## src/rtl/watch_set_control_pkg.sv

```systemverilog
// Shared state and field-select encodings for the watch time-setting controller.
// A SET state's encoding equals the field code it selects.
package watch_pkg;

    typedef enum logic [1:0] {
        ST_IDLE     = 2'b00,
        ST_SET_HOUR = 2'b01,
        ST_SET_MIN  = 2'b10,
        ST_SET_SEC  = 2'b11
    } state_t;

    localparam logic [1:0] FLD_NONE = 2'b00;
    localparam logic [1:0] FLD_HOUR = 2'b01;
    localparam logic [1:0] FLD_MIN  = 2'b10;
    localparam logic [1:0] FLD_SEC  = 2'b11;

    function automatic logic [1:0] field_of(state_t s);
        case (s)
            ST_SET_HOUR: return FLD_HOUR;
            ST_SET_MIN:  return FLD_MIN;
            ST_SET_SEC:  return FLD_SEC;
            default:     return FLD_NONE;
        endcase
    endfunction

endpackage

```

## src/rtl/watch_set_control_if.sv

```systemverilog
// Button inputs and datapath-facing strobes of the time-setting controller.
// master = debouncer/datapath side, slave = the controller.
interface watch_set_control_if;

    logic       i_mode;
    logic       i_btn_set;
    logic       i_btn_up;
    logic       i_btn_down;
    logic [1:0] o_field_sel;
    logic       o_inc;
    logic       o_dec;
    logic       o_blink;
    logic       o_hold_time;
    logic       o_commit;

    modport master (
        output i_mode, i_btn_set, i_btn_up, i_btn_down,
        input  o_field_sel, o_inc, o_dec, o_blink, o_hold_time, o_commit
    );

    modport slave (
        input  i_mode, i_btn_set, i_btn_up, i_btn_down,
        output o_field_sel, o_inc, o_dec, o_blink, o_hold_time, o_commit
    );

endinterface

```

## src/rtl/watch_set_control_blink.sv

```systemverilog
// Blink generator for the selected field: toggles every HALF_PERIOD enabled cycles,
// forced visible (1) while disabled or when restarted.
module blink_timer #(
    parameter int HALF_PERIOD = 25_000_000
) (
    input  logic clk,
    input  logic reset,
    input  logic i_en,
    input  logic i_restart,
    output logic o_blink
);

    localparam int CNT_W = $clog2(HALF_PERIOD + 1);
    localparam logic [CNT_W-1:0] LAST = CNT_W'(HALF_PERIOD - 1);

    logic [CNT_W-1:0] cnt;

    // NOTE: sequential state is written with <= so every register samples pre-edge values.
    always_ff @(posedge clk or posedge reset) begin
        if (reset) begin
            cnt     <= '0;
            o_blink <= 1'b1;
        end else if (i_restart || !i_en) begin
            cnt     <= '0;
            o_blink <= 1'b1;
        end else if (cnt == LAST) begin
            cnt     <= '0;
            o_blink <= ~o_blink;
        end else begin
            cnt     <= cnt + CNT_W'(1);
        end
    end

endmodule

```

## src/rtl/watch_set_control.sv

```systemverilog
// Time-setting sequencer: walks hour/min/sec, issues inc/dec strobes, blink and hold.
// Optional inactivity auto-exit is built when WATCH_SET_TIMEOUT_EN is defined.
module watch_set_control
    import watch_pkg::*;
#(
    parameter int CLK_HZ    = 100_000_000,
    parameter int BLINK_HZ  = 2,
    parameter int TIMEOUT_S = 10
) (
    input  logic                clk,
    input  logic                reset,
    watch_set_control_if.slave  bus
);

    localparam int HALF_PERIOD = CLK_HZ / (2 * BLINK_HZ);

    if (TIMEOUT_S < 1 || BLINK_HZ < 1 || HALF_PERIOD < 1) begin : g_bad_cfg
        $error("watch_set_control: invalid CLK_HZ/BLINK_HZ/TIMEOUT_S");
    end

    state_t state, state_next;
    logic   inc_next, dec_next, commit_next;
    logic   inc_q, dec_q, commit_q;
    logic   restart, timeout_hit, set_active;

    assign set_active = (state != ST_IDLE);

`ifdef WATCH_SET_TIMEOUT_EN
    localparam int PRE_W = $clog2(CLK_HZ + 1);
    localparam int SEC_W = $clog2(TIMEOUT_S + 1);
    localparam logic [PRE_W-1:0] PRE_LAST = PRE_W'(CLK_HZ - 1);
    localparam logic [SEC_W-1:0] SEC_LAST = SEC_W'(TIMEOUT_S - 1);

    logic [PRE_W-1:0] pre_cnt;
    logic [SEC_W-1:0] sec_cnt;

    // Fires on the cycle whose edge would complete TIMEOUT_S idle seconds.
    assign timeout_hit = set_active && (pre_cnt == PRE_LAST) && (sec_cnt == SEC_LAST);

    always_ff @(posedge clk or posedge reset) begin
        if (reset) begin
            pre_cnt <= '0;
            sec_cnt <= '0;
        end else if (restart || !set_active) begin
            pre_cnt <= '0;
            sec_cnt <= '0;
        end else if (pre_cnt == PRE_LAST) begin
            pre_cnt <= '0;
            sec_cnt <= sec_cnt + SEC_W'(1);
        end else begin
            pre_cnt <= pre_cnt + PRE_W'(1);
        end
    end
`else
    assign timeout_hit = 1'b0;
`endif

    // NOTE: every always_comb output gets a default first so no latch is inferred.
    always_comb begin
        state_next  = state;
        inc_next    = 1'b0;
        dec_next    = 1'b0;
        commit_next = 1'b0;
        if (!set_active) begin
            if (bus.i_btn_set && bus.i_mode)
                state_next = ST_SET_HOUR;
        end else if (!bus.i_mode) begin
            state_next = ST_IDLE;
        end else if (timeout_hit) begin
            state_next  = ST_IDLE;
            commit_next = 1'b1;
        end else if (bus.i_btn_set) begin
            case (state)
                ST_SET_HOUR: state_next = ST_SET_MIN;
                ST_SET_MIN:  state_next = ST_SET_SEC;
                default: begin
                    state_next  = ST_IDLE;
                    commit_next = 1'b1;
                end
            endcase
        end else begin
            inc_next = bus.i_btn_up & ~bus.i_btn_down;
            dec_next = bus.i_btn_down & ~bus.i_btn_up;
        end
    end

    // Field entry/exit and accepted strobes restart the blink phase.
    assign restart = (state_next != state) || inc_next || dec_next;

    always_ff @(posedge clk or posedge reset) begin
        if (reset) begin
            state    <= ST_IDLE;
            inc_q    <= 1'b0;
            dec_q    <= 1'b0;
            commit_q <= 1'b0;
        end else begin
            state    <= state_next;
            inc_q    <= inc_next;
            dec_q    <= dec_next;
            commit_q <= commit_next;
        end
    end

    blink_timer #(
        .HALF_PERIOD (HALF_PERIOD)
    ) u_blink (
        .clk       (clk),
        .reset     (reset),
        .i_en      (set_active),
        .i_restart (restart),
        .o_blink   (bus.o_blink)
    );

    assign bus.o_field_sel = field_of(state);
    assign bus.o_hold_time = set_active;
    assign bus.o_inc       = inc_q;
    assign bus.o_dec       = dec_q;
    assign bus.o_commit    = commit_q;

endmodule

```

## src/flat_wrapper.sv

```systemverilog
// flat-port wrapper written by rule: the top's interface ports become plain ports
module watch_set_control_flat import watch_pkg::*;
#(
    parameter int CLK_HZ    = 100_000_000,
    parameter int BLINK_HZ  = 2,
    parameter int TIMEOUT_S = 10
)
  (clk, reset, bus_i_mode, bus_i_btn_set, bus_i_btn_up, bus_i_btn_down, bus_o_field_sel, bus_o_inc, bus_o_dec, bus_o_blink, bus_o_hold_time, bus_o_commit);
  watch_set_control_if bus_i ();
  input  logic clk;
  input  logic reset;
  input wire logic [$bits(bus_i.i_mode)-1:0] bus_i_mode;
  input wire logic [$bits(bus_i.i_btn_set)-1:0] bus_i_btn_set;
  input wire logic [$bits(bus_i.i_btn_up)-1:0] bus_i_btn_up;
  input wire logic [$bits(bus_i.i_btn_down)-1:0] bus_i_btn_down;
  output wire logic [$bits(bus_i.o_field_sel)-1:0] bus_o_field_sel;
  output wire logic [$bits(bus_i.o_inc)-1:0] bus_o_inc;
  output wire logic [$bits(bus_i.o_dec)-1:0] bus_o_dec;
  output wire logic [$bits(bus_i.o_blink)-1:0] bus_o_blink;
  output wire logic [$bits(bus_i.o_hold_time)-1:0] bus_o_hold_time;
  output wire logic [$bits(bus_i.o_commit)-1:0] bus_o_commit;
  assign bus_i.i_mode = bus_i_mode;
  assign bus_i.i_btn_set = bus_i_btn_set;
  assign bus_i.i_btn_up = bus_i_btn_up;
  assign bus_i.i_btn_down = bus_i_btn_down;
  assign bus_o_field_sel = bus_i.o_field_sel;
  assign bus_o_inc = bus_i.o_inc;
  assign bus_o_dec = bus_i.o_dec;
  assign bus_o_blink = bus_i.o_blink;
  assign bus_o_hold_time = bus_i.o_hold_time;
  assign bus_o_commit = bus_i.o_commit;
  watch_set_control #(.CLK_HZ(CLK_HZ), .BLINK_HZ(BLINK_HZ), .TIMEOUT_S(TIMEOUT_S)) u_core (.clk(clk), .reset(reset), .bus(bus_i));
endmodule
```

## config.mk

```make
export PLATFORM = sky130hd
export DESIGN_NAME = watch_set_control_flat
export DESIGN_NICKNAME = d
export VERILOG_FILES = /design/src/rtl/watch_set_control_pkg.sv /design/src/rtl/watch_set_control_if.sv /design/src/rtl/watch_set_control_blink.sv /design/src/rtl/watch_set_control.sv /design/src/flat_wrapper.sv
export SDC_FILE = /design/constraint.sdc
export NUM_CORES = 1
export LEC_CHECK = 0
export BUFFER_PORTS_ARGS = -buffer_cell sky130_fd_sc_hd__buf_2
export CAP_MARGIN = 20
export CORE_MARGIN = 4
export CORE_UTILIZATION = 45
export CTS_CLUSTER_SIZE = 24
export DETAILED_ROUTE_END_ITERATION = 7
export SYNTH_ARGS = -nofsm -noshare
export SYNTH_HDL_FRONTEND = slang
export SYNTH_SLANG_ARGS = --single-unit
```

## constraint.sdc

```tcl
create_clock -name clk -period 2.5 [get_ports clk]
set_input_delay 0.375 -clock clk [delete_from_list [all_inputs] [get_ports clk]]
set_output_delay 0.375 -clock clk [all_outputs]
set_load 0.05 [all_outputs]
```

# == After elaboration in Yosys (flattened, before gate mapping) ==
# Index checks and enable logic that the tools add are counted.
# op_classes
n_addsub,1
n_eq_ne,5
mux,20
bitwise_logic,5
reduce_logical,8
# op_table
op,n
25-bit 2-to-1 mux,2
"25-bit by 1-bit adder with 25-bit output, second input constant",1
"25-bit equality test, second input constant",1
1-bit 2-to-1 mux,12
2-bit 2-to-1 mux,4
2-bit case mux with 3 select lines,1
"2-bit equality test, second input constant",2
2-bit case mux with 2 select lines,1
2-bit nonzero test,2
1-bit logical OR,3
1-bit NOT,3
1-bit bitwise AND,2
"2-bit by 1-bit equality test with 1-bit output, second input constant",1
2-bit != test,1
2-bit OR reduction,1
1-bit logical AND,1
1-bit zero test,1
# totals
regBits,31
out_inout_bits,7
word_cells,45

# == Longest topological paths before layout ==
# Gate-level depths: netlist (run 1).
# depth
word_depth,10
depth_mapped,7

# == Modules after synthesis ==
# Synthesis (run 1) repeated with hierarchy kept, for this count alone.
# unflattened
hier_cells,175
hier_area_um2,1684.1
# modules_own_cells
mod,instances,cells_each,area_per_inst_um2
blink_timer,1,138,1361.3
watch_set_control,1,37,322.8

# == Worst setup path before layout (run 1) ==
# OpenSTA, ideal clock, no wires.
# synth_timing
path_type,flip-flop to flip-flop
from,register u_core.state[0]
to,register u_core.u_blink.cnt[2]
setup_ns,0.137
arrival_time_ns,1.855
required_time_ns,2.363
path_slack_ns,0.508
path_stages_with_launch,8
path_buffers,1
cell_sequence,dfrtp_1 > inv_1 > ha_1 > xor2_1 > mux2i_1 > o211ai_1 > clkbuf_1 > nor3_1
# synth_between
elab_chain_cells,10
word_cells_on_any_way,16
classes_between,eq/ne (3); mux (8); reduce/logical (5)
# synth_rtl
item,line_no,source
"start, declared",watch_set_control.sv:21,"state_t state, state_next;"
"start signal, assigned",watch_set_control.sv:97,state <= state_next;
2-bit equality test / 2-bit by 1-bit equality test with 1-bit output (equally long branches),watch_set_control.sv:73,case (state)
2-bit case mux with 2 select lines,watch_set_control.sv:73,
2-bit 2-to-1 mux,watch_set_control.sv:72,end else if (bus.i_btn_set) begin
2-bit 2-to-1 mux,watch_set_control.sv:67,end else if (!bus.i_mode) begin
2-bit 2-to-1 mux,watch_set_control.sv:64,if (!set_active) begin
2-bit != test,watch_set_control.sv:88,assign restart = (state_next != state) || inc_next || dec_next;
1-bit logical OR (2 in a row),watch_set_control.sv:88,
1-bit logical OR (*),watch_set_control_blink.sv:23,end else if (i_restart || !i_en) begin
25-bit 2-to-1 mux (*),watch_set_control_blink.sv:23,
"end signal, assigned",watch_set_control_blink.sv:30,cnt <= cnt + CNT_W'(1);
"end, declared",watch_set_control_blink.sv:16,logic [CNT_W-1:0] cnt;
# Every way passes the cells marked *; elsewhere a longest branch is shown, timed or not.
# A chain may end at the register's enable or synchronous reset.

# == Final worst setup path (run 1) ==
# layout_timing
from,register u_core.u_blink.cnt[2]
to,register u_core.u_blink.cnt[22]
# layout_between
elab_chain_cells,3
word_cells_on_any_way,4
classes_between,add/sub (1); eq/ne (1); mux (2)
# layout_rtl
item,line_no,source
25-bit by 1-bit adder with 25-bit output / 25-bit equality test (equally long branches),"watch_set_control_blink.sv:30, watch_set_control_blink.sv:26",
25-bit 2-to-1 mux (*),watch_set_control_blink.sv:26,end else if (cnt == LAST) begin
25-bit 2-to-1 mux (*),watch_set_control_blink.sv:23,
# Marks and branches as above.

==> impl_results.md, run 1 <==
- Critical path endpoint category: flop
- Synth unique cells: 41
- Most used DFF post-synth: dfrtp_1
- Vias in the first global route: 1431
- Buf/Inv on CP: 0
- Number of DRC markers in iteration 0: 87
- Critical Path, Cell by Cell: and4_1 > nand4_1 > or4_1 > a211oi_1
- P_sw: approximately 420 uW
- Ys async rst share: 1.00
- Worst Max-Slew Pin Slew: between 0.4 and 0.5 ns
- Postcts setup bufs: 0
- Tcrit/Tclk final: 0.891
- Post-Syn Nets: 185
- Peak Freq: 0.449 GHz
- Leak: between 0.7 and 0.8 nW
- Final hold slack: 0.169 ns
- Yosys reg bits: 31
- CTS root buffer: clkbuf_8
- # nets final: 200
- Core Area: 0.00372 mm^2
- Via count: 1380
- Total power: around 1.3 mW
- Final setup violation count: 0
- H-tree depth: 2
- Post-route met1 wirelength: 1.70 mm
- Layout cell share with drive strength beyond 1: 0.190
- Post-Syn Instances: about 170
- Remaining DRCs: 0
- Clk Latency, worst-skew pair: 0.28 ns
- Post-DRT Antenna Nets: 0
- Pwr Density: 660 mW/mm^2
- Cell Rows: 22
- Largest net degree at the start of global routing: 32
- I/O pins: 13
- Final Hold Viols: 0
- Worst VDD drop: 495 uV
- Syn_area_per_cell: 10.1 um^2
- Crit path DAT: around 2.4 ns
- Vias per std cell: 5.82
- Final min period: 2.23 ns
- Min-Delay Path Class: in -> async
- Wire length on met2: 1.81 mm
- Top cells by area, synth: dfrtp_1 43%, xor2_1 6.0%, a211oi_1 5.2%, ha_1 4.3%, o31ai_1 3.9%
- Worst Setup Slack post-DPL: 0.271 ns
- Combinational Power Share: 0.243
- Yosys top cell area share: 0.430
- CTS sink cnt: 31
- Biggest area consumer among synthesized cells: dfrtp_1
- Number of gates resized after CTS: 0
- Total negative slack: 0 ns
- Area Overhead vs Synth: 12.4%
- Critical path fanouts, max: 11
- IO buf count: 12
- Clock power frac: 0.333
- N_diodes: 0
- Initial antenna violation count: 0
- Initial Utilization: 0.469
- Status: complete, no violations
- Hold-fix buffers at CTS: 0
- RePlAce Congestion: 0.796
- Num CTS Buffers: 5
- WL final: 3.64 mm
- Post-synth EDFFs: 0
- Total GRT Usage: 0.160
- Max Cap Violations: 0
- Clock transition at path regs: 0.07 ns
- Die span in y: 70.3 um
- Startpoint class of the critical path: flop
- First-pass GRT wire length: 6.56 mm
- DR WL met3: 99 um
- Total global routing overflow: 0
- Switching Fraction: 0.326
- Critical path's slowest cell: or4_1
- Max-slew headroom: 0.730
- Worst path max stage delay: 0.59 ns
- Post-DP Area: ~0.0019 mm^2
- Die Width: between 70 and 80 um
- Top Metal Used: met4
- Count of pins over their slew limit: 0
- Post-synth design cell area: 0.00174 mm^2
- DIE AREA: 0.00494 mm^2
- DR WL/cell: 15.4 um
- Delay-heaviest family, CP: simple AND/OR/NAND/NOR gates
- Final WS setup: 0.273 ns
- Seq/Total Area, Yosys: 0.445
- Reg power frac: 0.425
- Post-route cell area: between 0.0015 and 0.002 mm^2
- CTS tree: done
- Iteration count of the initial detailed-routing pass: 4
- Placed Cells: 229
- Layout Utilization: 0.528
- Post-route non-filler standard cell count: 237
- RSZ-0062 raised after global routing: false
- Required time worst endpoint: 2.68 ns
- Final setup skew: just under 0.008 ns
- CTS Buffer Depth: 2
- Int Power: 872 uW
- Synth warnings: 0
- Dpl hpwl: 2.59 mm
- Crit Path Category: reg -> reg
-- cell usage in the layout (no fill, tap or decap), drive strengths merged, types with 6 or more instances in the layout --
master and instances:
a211oi 13, buf 17, clkbuf 8, dfrtp 30, ha 6, nand2 11, nand3 7, nand4 9
nor3 13, o21ai 6, o31ai 9, or3 6, or4 7, xor2 12
-- worst register-to-register path, delay by kind of cell, from the launching register on --
kind | cells | cell delay [ns]
and+or+nand+nor | 3 | 1.44
AOI/OAI and AO/OA | 1 | 0.28
DFF | 1 | 0.41
-- sequential cells by signal (all words and copies together) (netlist names) --
signal / count
u_core.u_blink.cnt: 25
u_core.state: 2
u_core.u_blink.o_blink: 1
u_core.bus.o_inc: 1
u_core.bus.o_dec: 1
u_core.bus.o_commit: 1
-- routing by layer --
metal  track usage  vias to the layer above
met1         0.203                      678
met2         0.277                       14
met5             0                        -
met3        0.0345                        4
li1              -                      684
met4        0.0383                        0
-- cell type report --
| class | instances | area (um^2) |
|---|---|---|
| fillers | 349 | 1760 |
| multi-input cells | 128 | 907 |
| flip-flops and latches | 31 | 777 |
| clock buffers | 8 | 100 |
| repair buffers | 17 | 97.6 |
| well taps | 48 | 60.1 |
| inverters | 5 | 18.8 |
-- worst paths after layout --
kind / from / end / slack [ns] / depth (start not counted)
worst max-delay path: u_core.u_blink.cnt[2]$_DFF_PP0_ / u_core.u_blink.cnt[22]$_DFF_PP0_ / 0.27 / 4
worst min-delay path: reset / u_core.bus.o_commit$_DFF_PP0_ / 0.17 / 3
worst max register to register: u_core.u_blink.cnt[2]$_DFF_PP0_ / u_core.u_blink.cnt[22]$_DFF_PP0_ / 0.27 / 4
worst min register to register: u_core.u_blink.cnt[0]$_DFF_PP0_ / u_core.u_blink.cnt[0]$_DFF_PP0_ / 0.46 / 1
max in group asynchronous: reset / u_core.u_blink.o_blink$_DFFE_PP1P_ / 2.01 / 3
min in group clk: bus_i_btn_up / u_core.bus.o_dec$_DFF_PP0_ / 0.30 / 2
-- cell usage after synthesis (2+ instances only) --
| cell type | number |
|---|---|
| clkbuf_1 | 5 |
| o21ai_0 | 6 |
| nor3b_1 | 3 |
| or3_1 | 5 |
| nand4_2 | 2 |
| inv_1 | 5 |
| nor2_1 | 5 |
| nor4b_1 | 3 |
| dfrtp_1 | 30 |
| nand3_1 | 7 |
| a211oi_1 | 12 |
| ha_1 | 6 |
| or4_1 | 6 |
| o31ai_1 | 9 |
| xor2_1 | 12 |
| nand2_1 | 10 |
| nand4_1 | 7 |
| nor3_1 | 12 |
| and4_1 | 4 |
| buf_2 | 3 |
-- cells by family after synthesis --
| family | synth area share |
|---|---|
| fa+ha+maj | 0.0430 |
| mux | 0.0122 |
| compound gates | 0.130 |
| xor+xnor | 0.0653 |
| buf+inv | 0.0344 |
| simple gates | 0.270 |
| flops | 0.445 |
-- power by group through the flow --
stage	Sequential, mW	Clock (mW)	Combinational (mW)
after floorplan	0.564	0	0.224
after global placement	0.555	0	0.310
after detailed placement	0.558	0	0.318
after CTS	0.549	0.446	0.320
after global routing	0.554	0.467	0.347
final	0.549	0.430	0.314
(Power assumes the default switching activity.)
==> run 2, diff against run 1 <==
--- a/config.mk
+++ b/config.mk
@@ -13,2 +13,3 @@
 export DETAILED_ROUTE_END_ITERATION = 7
+export REMOVE_ABC_BUFFERS = 1
 export SYNTH_ARGS = -nofsm -noshare
==> constraint.sdc (replaced) <==
create_clock -name clk -period 2.5 [get_ports clk]
set_input_delay 0.125 -clock clk [delete_from_list [all_inputs] [get_ports clk]]
set_output_delay 0.125 -clock clk [all_outputs]
set_load 0.05 [all_outputs]
==> run 2 against run 1 <==
Worst hold slack got worse by 0.14 ns. Worst setup slack improved by 0.036 ns. First-iteration DRC count rose by 6.9%. Non-clock buffer count rose by 2. Global-route usage rose by 0.14 points.
==> impl_results.md, run 2 (synthesis gave the netlist of run 1 again) <==
- Dpl hpwl: 2.64 mm (was 2.59 mm)
- Tcrit/Tclk final: 0.876 (was 0.891)
- Min-Delay Path Class: in -> reg (was in -> async)
- Worst r2r path cells: 7 (was 4)
- Hold_sp: bus_i_btn_up
- Remaining DRCs: 0 (unchanged)
- Critical path fanouts, max: 9 (was 11)
- Clk Latency, worst-skew pair: 0.28 ns (about the same)
- H-tree depth: 2 (unchanged)
- Postcts setup bufs: 0 (unchanged)
- Cell Rows: 22 (unchanged)
- Count of pins over their slew limit: 0 (unchanged)
- Max Cap Violations: 0 (unchanged)
- IO buf count: 12 (unchanged)
- Reg2reg start: u_core.state[0]$_DFF_PP0_ (was u_core.u_blink.cnt[2]$_DFF_PP0_)
- Required time worst endpoint: 2.66 ns (was 2.68 ns)
- Final setup violation count: 0 (unchanged)
- Biggest regs: u_core.u_blink.cnt x25, u_core.state x2 (unchanged)
- Crit Path Category: reg -> reg (unchanged)
- Peak Freq: 0.456 GHz (was 0.449 GHz)
- Max reg flops: 25 (unchanged)
- Max-slew headroom: 0.571 (was 0.730)
- Crit path DAT: 2.35 ns (was 2.40 ns)
- FF-to-FF End: u_core.u_blink.cnt[15]$_DFF_PP0_ (was u_core.u_blink.cnt[22]$_DFF_PP0_)
- Die span in y: 70.3 um (unchanged)
- Post-DRT Antenna Nets: 0 (unchanged)
- Number of gates resized after CTS: 0 (unchanged)
- Num CTS Buffers: 5 (unchanged)
- DR WL/cell: 15.5 um (was 15.4 um)
- Critical Path, Cell by Cell: inv_1 > ha_1 > xor2_1 > mux2i_1 > o211ai_1 > buf_4 > a211oi_1 (was and4_1 > nand4_1 > or4_1 > a211oi_1)
- # nets final: 202 (was 200)
- CTS Buffer Depth: 2 (unchanged)
- Via count: 1399 (was 1380)
- N_diodes: 0 (unchanged)
- Final hold slack: 0.0322 ns (was 0.169 ns)
- Iteration count of the initial detailed-routing pass: 4 (unchanged)
- Hold-fix buffers at CTS: 1 (was 0)
- Die Width: 70.3 um (unchanged)
- Final min period: 2.19 ns (was 2.23 ns)
- I/O pins: 13 (unchanged)
- Status: complete, no violations (unchanged)
- Total GRT Usage: 0.162 (was 0.160)
- Vias in the first global route: 1421 (was 1431)
- CTS sink cnt: 31 (unchanged)
- Critical path endpoint category: flop (unchanged)
- CTS tree: done (unchanged)
- Worst VDD drop: 402 uV (was 495 uV)
- CTS root buffer: clkbuf_8 (unchanged)
- Reg-to-reg slack, setup: 0.31 ns (was 0.27 ns)
- Layout cell share with drive strength beyond 1: 0.194 (was 0.190)
- Total global routing overflow: 0 (unchanged)
- Vias per std cell: 5.85 (was 5.82)
- Number of DRC markers in iteration 0: 93 (was 87)
- RSZ-0062 raised after global routing: false (unchanged)
- Hold Path End: u_core.bus.o_dec$_DFF_PP0_
- Final Hold Viols: 0 (unchanged)
- Most frequent cells in the layout: 30 x dfrtp_1, 12 x a211oi_1, 12 x xor2_1, 12 x nor3_1, 12 x buf_2 (unchanged)
- Leak: 0.803 nW (was 0.794 nW)
- Startpoint class of the critical path: flop (unchanged)
- Initial Utilization: 0.469 (unchanged)
- Worst hold path depth: 2
- DIE AREA: 0.00494 mm^2 (unchanged)
- Largest Register: u_core.u_blink.cnt (unchanged)
- Initial antenna violation count: 0 (unchanged)
- Clock transition at path regs: 0.06 ns (was 0.07 ns)
- Pwr Density: 663 mW/mm^2 (was 660 mW/mm^2)
- Largest net degree at the start of global routing: 32 (unchanged)
- Worst Max-Slew Pin Slew: 0.641 ns (was 0.406 ns)
- Worst path max stage delay: 0.53 ns (was 0.59 ns)
- Area Overhead vs Synth: 13.4% (was 12.4%)
- RePlAce Congestion: 0.786 (was 0.796)
- Critical path's slowest cell: o211ai_1 (was or4_1)
- Final setup skew: 0.00557 ns (was 0.00793 ns)
- Leading cell type in the layout, fill and taps excluded: dfrtp_1 (unchanged)
- First-pass GRT wire length: 6.48 mm (was 6.56 mm)
- Core Area: 0.00372 mm^2 (unchanged)
- WL final: 3.70 mm (was 3.64 mm)
- Total negative slack: 0 ns (unchanged)
==> run 2: cell types whose count changed in the layout (fill, tap and decap cells not counted), sizes merged <==
cell,change
buf,+1
dlygate4sd3,+1
==> run 2: metrics by stage <==
step | power, mW | instances | instance area, um^2 | util | worst slack, ns
after floorplan | 0.778 | 164 | 1700 | - | 0.0536
after global placement | 0.878 | 230 | 1870 | 0.503 | 0.381
after detailed placement | 0.890 | 230 | 1870 | 0.503 | 0.301
after CTS | 1.32 | 239 | 1980 | 0.532 | 0.296
after global routing | 1.37 | 239 | 1980 | 0.532 | 0.115
final | 1.31 | 239 | 1980 | 0.532 | 0.309
==> run 2: cell type report <==
| cell class | count | area [um^2] |
|---|---|---|
| fill | 353 | 1740 |
| multi-input combinational | 128 | 907 |
| sequential | 31 | 777 |
| timing repair buffer | 19 | 115 |
| clock buffer | 8 | 100 |
| tap | 48 | 60.1 |
| inverter | 5 | 18.8 |
==> run 2: per-layer routing <==
| layer | global-route usage | share of wire | vias to the layer above |
|---|---|---|---|
| met5 | 0 | 0 | - |
| met4 | 0.0489 | 0.0089 | 0 |
| met3 | 0.0446 | 0.030 | 4 |
| met2 | 0.261 | 0.50 | 19 |
| met1 | 0.210 | 0.46 | 688 |
| li1 | - | - | 688 |
==> run 2: critical path: cells and delay by family, from the launching register on <==
family | cells | cell delay, ns
compound gates | 2 | 0.60
flops | 1 | 0.46
buf+inv | 2 | 0.41
fa+ha+maj | 1 | 0.36
xor+xnor | 1 | 0.17
mux | 1 | 0.09
==> run 2: how the worst max path moves through the flow <==
stage	depth (start not counted)	slack, ns	end	startpoint
after floorplan	5	0.05	u_core.u_blink.o_blink$_DFFE_PP1P_	u_core.state[0]$_DFF_PP0_
after detailed placement	7	0.30	u_core.u_blink.cnt[17]$_DFF_PP0_	u_core.state[0]$_DFF_PP0_
after global placement	7	0.38	u_core.u_blink.cnt[15]$_DFF_PP0_	u_core.state[0]$_DFF_PP0_
after global routing	4	0.12	u_core.u_blink.cnt[24]$_DFF_PP0_	u_core.u_blink.cnt[2]$_DFF_PP0_
after CTS	7	0.30	u_core.u_blink.cnt[15]$_DFF_PP0_	u_core.state[0]$_DFF_PP0_
final	7	0.31	u_core.u_blink.cnt[15]$_DFF_PP0_	u_core.state[0]$_DFF_PP0_
==> run 2: report_power, final <==
| part | switching [mW] | total (mW) | internal, mW |
|---|---|---|---|
| clock network | 0.180 | 0.431 | 0.251 |
| logic | 0.225 | 0.331 | 0.106 |
| registers | 0.0240 | 0.549 | 0.525 |
